<file path="src/rtl/mem_unit_pipelined.sv">
// Parametrised single-port data memory with valid/ready requests, RD_LAT-deep in-order read
// responses, an out-of-range check and a clear sweep. Define MEM_PARITY_EN to store and check even parity.
module mem_unit_pipelined #(
    parameter int DATA_W = 8,
    parameter int ADDR_W = 8,
    parameter int DEPTH  = 256,
    parameter int RD_LAT = 1
) (
    input  logic              clk,
    input  logic              rst_n,
    input  logic              req_valid,
    output logic              req_ready,
    input  logic              req_write,
    input  logic [ADDR_W-1:0] req_addr,
    input  logic [DATA_W-1:0] req_wdata,
    input  logic              init_start,
    output logic              init_busy,
    output logic              rsp_valid,
    output logic [DATA_W-1:0] rsp_rdata,
    output logic              rsp_err,
    output logic              par_err
);

`ifdef MEM_PARITY_EN
    localparam int WORD_W = DATA_W + 1;
`else
    localparam int WORD_W = DATA_W;
`endif

    typedef enum logic {INIT, RUN} state_t;

    state_t             state;
    state_t             state_nxt;
    logic [ADDR_W-1:0]  cnt;
    logic               last_clear;
    logic               accept;
    logic               in_range;
    logic               rd_go;
    logic               wr_go;

    logic [WORD_W-1:0]  mem [DEPTH];
    logic [WORD_W-1:0]  rd_pipe [RD_LAT];
    logic [RD_LAT-1:0]  vld_pipe;
    logic [RD_LAT-1:0]  err_pipe;
    logic [WORD_W-1:0]  rd_word;
    logic               err_last;

    function automatic logic [WORD_W-1:0] encode(input logic [DATA_W-1:0] d);
`ifdef MEM_PARITY_EN
        return {^d, d};
`else
        return d;
`endif
    endfunction

    assign last_clear = (cnt == ADDR_W'(DEPTH - 1));
    assign accept     = req_valid & req_ready;
    // Compare at 32 bits so DEPTH == 2**ADDR_W neither wraps nor truncates.
    assign in_range   = (32'(req_addr) < 32'(DEPTH));
    assign rd_go      = accept & ~req_write;
    assign wr_go      = accept & req_write & in_range;

    always_ff @(posedge clk or negedge rst_n) begin
        if (!rst_n) begin
            state <= INIT;
            cnt   <= '0;
        end else begin
            state <= state_nxt;
            if (state == INIT && !last_clear) begin
                cnt <= cnt + 1'b1;
            end else begin
                cnt <= '0;
            end
        end
    end

    always_comb begin
        state_nxt = state;
        case (state)
            INIT:    if (last_clear) state_nxt = RUN;
            RUN:     if (init_start) state_nxt = INIT;
            default: state_nxt = INIT;
        endcase
    end

    always_comb begin
        init_busy = 1'b1;
        req_ready = 1'b0;
        if (state == RUN) begin
            init_busy = 1'b0;
            req_ready = 1'b1;
        end
    end

    // The array and the data pipeline are not reset; the outputs are qualified by vld_pipe instead.
    always_ff @(posedge clk) begin
        if (state == INIT) begin
            mem[cnt] <= '0;
        end else if (wr_go) begin
            mem[req_addr] <= encode(req_wdata);
        end
        if (rd_go && in_range) begin
            rd_pipe[0] <= mem[req_addr];
        end
        for (int i = 1; i < RD_LAT; i++) begin
            rd_pipe[i] <= rd_pipe[i-1];
        end
    end

    always_ff @(posedge clk or negedge rst_n) begin
        if (!rst_n) begin
            vld_pipe <= '0;
            err_pipe <= '0;
        end else begin
            vld_pipe[0] <= rd_go;
            err_pipe[0] <= rd_go & ~in_range;
            for (int i = 1; i < RD_LAT; i++) begin
                vld_pipe[i] <= vld_pipe[i-1];
                err_pipe[i] <= err_pipe[i-1];
            end
        end
    end

    assign rd_word   = rd_pipe[RD_LAT-1];
    assign err_last  = err_pipe[RD_LAT-1];
    assign rsp_valid = vld_pipe[RD_LAT-1];
    assign rsp_err   = rsp_valid & err_last;
    assign rsp_rdata = (rsp_valid && !err_last) ? rd_word[DATA_W-1:0] : '0;

`ifdef MEM_PARITY_EN
    assign par_err   = rsp_valid & ~err_last & (^rd_word);
`else
    assign par_err   = 1'b0;
`endif

endmodule

</file>
<file path="config.mk">
export PLATFORM = sky130hd
export DESIGN_NAME = mem_unit_pipelined
export DESIGN_NICKNAME = d
export VERILOG_FILES = /design/src/rtl/mem_unit_pipelined.sv
export SDC_FILE = /design/constraint.sdc
export NUM_CORES = 2
export LEC_CHECK = 0
export ABC_AREA = 1
export BUFFER_PORTS_ARGS = -buffer_cell sky130_fd_sc_hd__buf_4
export CAP_MARGIN = 20
export CORE_MARGIN = 2
export CORE_UTILIZATION = 35
export CTS_CLUSTER_SIZE = 20
export DETAILED_ROUTE_END_ITERATION = 16
export SYNTH_ARGS = -nofsm -noshare
export SYNTH_HDL_FRONTEND = slang
export SYNTH_SLANG_ARGS = --single-unit
</file>
<file path="constraint.sdc">
create_clock -name clk -period 12.4 [get_ports clk]
set_input_delay 0.62 -clock clk [delete_from_list [all_inputs] [get_ports clk]]
set_output_delay 0.62 -clock clk [all_outputs]
set_load 0.01 [all_outputs]
</file>
==> results by group <==
Clocking
  – TritonCTS clock tree: yes
  – Longest Clk Path Bufs: 3
  – Clk Latency, worst-skew pair: just under 0.9 ns
  – # clock sinks: 2,066
  – Root buf cell: clkbuf_16
  – Clock Pin Slew Worst Setup and Hold Paths: 0.06 ns
  – CTS HTree Levels: 4
  – CTS resizes: 0
  – Num CTS Buffers: 202

Power and ir drop
  – Max VDD drop: 0.0001332 V
  – Cell Int Power: between 10 and 15 mW
  – Tot Pwr: 14.87 mW
  – Sw frac: between 20 and 25%
  – Switching Power: 3.586 mW
  – Seq pwr share: 51.9%
  – Leak: approximately 32 nW
  – Clock Power Share: 40.5%
  – Combinational power share: 7.6%
  – PD cells: 159.3 nW/um^2

Floorplan
  – Starting Density: 35.09%
  – Die ar.: 244,400 sq um
  – I/O pins: 34
  – Die width: a little under 500 microns
  – FP Rows: 180
  – Core area: 239,900 sq um
  – Die Ht: 494.4 microns

Run
  – Max-cap check violation count: 0

Logic synthesis
  – Register area share after synthesis: 73.66%
  – Post-Synthesis Cells: 7,112
  – Number of distinct library cells after synthesis: 28
  – Ys Warns: 0
  – Synthesized area: 84,160 sq um
  – #FFs+latches synth: between 2,000 and 2,500
  – Syn Area/Cell: 11.83 sq um

STA
  – Setup TNS: 0 ns
  – Period utilization: 36.91%
  – Finish-stage setup viols: 0
  – Min Tclk post-route: 4.577 ns
  – WHS: 0.1403 ns
  – Slew headroom: 19.93%
  – Achievable Freq: approximately 0.22 GHz
  – Slew Viols, Final: 0
  – RSZ-0062 raised after global routing: no
  – Worst clock skew: 0.08278 ns
  – Final hold vios: 0
  – Slew @ Worst Pin: 1.201 ns

Route
  – Drt via density: ~5.3
  – Drt wl/cell: 22.35 microns
  – Post-route DRC: 0
  – Antenna-violating nets left: 0
  – Final wirelength: between 200,000 and 250,000 microns
  – Initial DRC count: ~6,300
  – DR pass1 iterations: 6
  – Vias: 54,630

Finish
  – Fraction of layout instances using a drive strength above 1: 6.188%
  – Area grow syn2layout: 10.95%
  – Design Area, Final: 93,370 sq um
  – Fill cells: around 23,000
  – Layout Nets: just under 7,000
  – Non-filler instance count after layout: 10,300

Placed design
  – Placed Instance Area: 86,900 sq um
  – Dpl hpwl: about 120,000 microns
  – Buffers added on ports: 31
  – Placed Cells incl. Taps: 9,917
  – RePlAce Congestion: 0.8189

Worst setup path
  – CP required: 13.13 ns
  – Critical Setup Path Class: input port to flop
  – Worst Setup End Kind: flop
  – Critical path data arrival time: roughly 5.3 ns
  – CP startpoint kind: input port
  – Highest net fanout along the worst path: 161

Global route
  – Initial antenna violation count: 5
  – Gr usage total: 18.42%
  – Largest net degree at the start of global routing: 276
  – Grt ovf: 0
  – First-pass GRT wire length: 341,500 microns
  – Vias in the first global route: 51,820

Hold path
  – Worst hold path type: input port to asynchronous set/reset pin

Outcome
  – Status: finished, final reports clean
## layer usage
metal  vias to the layer above  track usage (%)  part of all wire (%)
li1                      24860                -                     -
met1                     27020            25.19                    41
met2                      2344            29.72                    48
met3                       398            2.762                   7.8
met4                         4            6.763                   3.3
met5                         -                0                 0.012
## stage by stage
| step | worst slack (ns) | util (%) |
|---|---|---|
| 6_report | 7.823 | 38.93 |
| 5_1_grt | 7.614 | 38.93 |
| 4_1_cts | 7.974 | 38.92 |
| 3_5_place_dp | 7.055 | 36.23 |
| 3_3_place_gp | 7.078 | 36.23 |
| 2_1_floorplan | 4.167 | - |
## placed cells by master, fill, tap and decap left out, drive strengths merged, types with 3 or more instances in the layout
| cell | n |
|---|---|
| a21oi | 6 |
| nand2 | 2139 |
| clkbuf | 240 |
| diode | 3 |
| nor2 | 307 |
| dfrtp | 10 |
| o21ai | 12 |
| nand3 | 2020 |
| inv | 77 |
| buf | 106 |
| bufinv | 16 |
| edfxtp | 2056 |
| clkinv | 110 |
| nor3 | 3 |
## cell type report
type	count	area, sq um	share of cell area, %
Tap cell	3185	3985	4.268
Timing Repair Buffer	108	1013	1.085
Clock buffer	240	5219	5.589
Clock inverter	136	1229	1.316
Sequential cell	2066	61990	66.39
Inverter	69	292.8	0.3136
Antenna cell	3	7.507	0.008040
Multi-Input combinational cell	4491	19640	21.03
## synthesized netlist by cell type, drive strengths merged
library cell,instances,area (sq um)
nor3,3,20.02
nand3,2020,10130
inv,68,257.8
buf,363,1874
ha,1,12.51
or2,1,6.260
o21ai,12,105.1
nor2,307,1200
conb,1,3.750
clkbuf,124,465.5
edfxtp,2056,61740
clkinv,1,3.750
a21oi,6,30.03
dfrtp,10,250.2
nand2,2139,8061
## logic make-up after synthesis
kind of cell	count (synthesis)	share of synthesized area [%]
AND/OR/NAND/NOR	4470	23.07
flip-flops	2066	73.66
buffers and inverters	556	3.091
AO/OA/AOI/OAI	18	0.1606
adder cells (fa/ha/maj)	1	0.01487
other	1	0.004456
## worst paths after layout
check                           slack [ns]   startpoint            end  depth (start not counted)
worst max-delay path                  7.82  req_addr[0]  rd_pipe[0][3]                         14
worst max register to register        8.58        state    mem[214][5]                          9
worst min register to register        0.47       cnt[0]         cnt[0]                          1
max in group asynchronous            12.07        rst_n         cnt[4]                          2
worst min-delay path                  0.14        rst_n         cnt[7]                          2
min in group clk                      0.15    req_write      rsp_valid                          3
## power groups by stage
stage	logic (mW)	clock network [mW]	registers, mW
6_report	1.13	6.02	7.73
3_3_place_gp	1.11	0	7.87
3_5_place_dp	1.11	0	7.87
4_1_cts	1.12	6.10	7.73
2_1_floorplan	0.660	0	7.87
5_1_grt	1.20	6.36	7.73
## registers in the layout, summed over array words and instances, names as in the netlist
signal,count
cnt,8
mem,2048
rd_pipe,8
rsp_valid,1
state,1
## critical path: stages
cell	delay, ns
buf_8	0.49
buf_12	0.64
buf_4	0.92
buf_4	0.94
nand2_1	0.10
nand3_1	0.13
nand3_1	0.12
nand3_1	0.17
nand3_1	0.17
nand3_1	0.18
nand3_1	0.21
nand2_1	0.13
nand2_1	0.06
nand2_1	0.07
## repair_timing
item	CTS	global route
hold buffers	2	0
buffers inserted	0	0
hold endpoints to repair	11	0
Note: power is estimated with default switching activity, not from simulation.
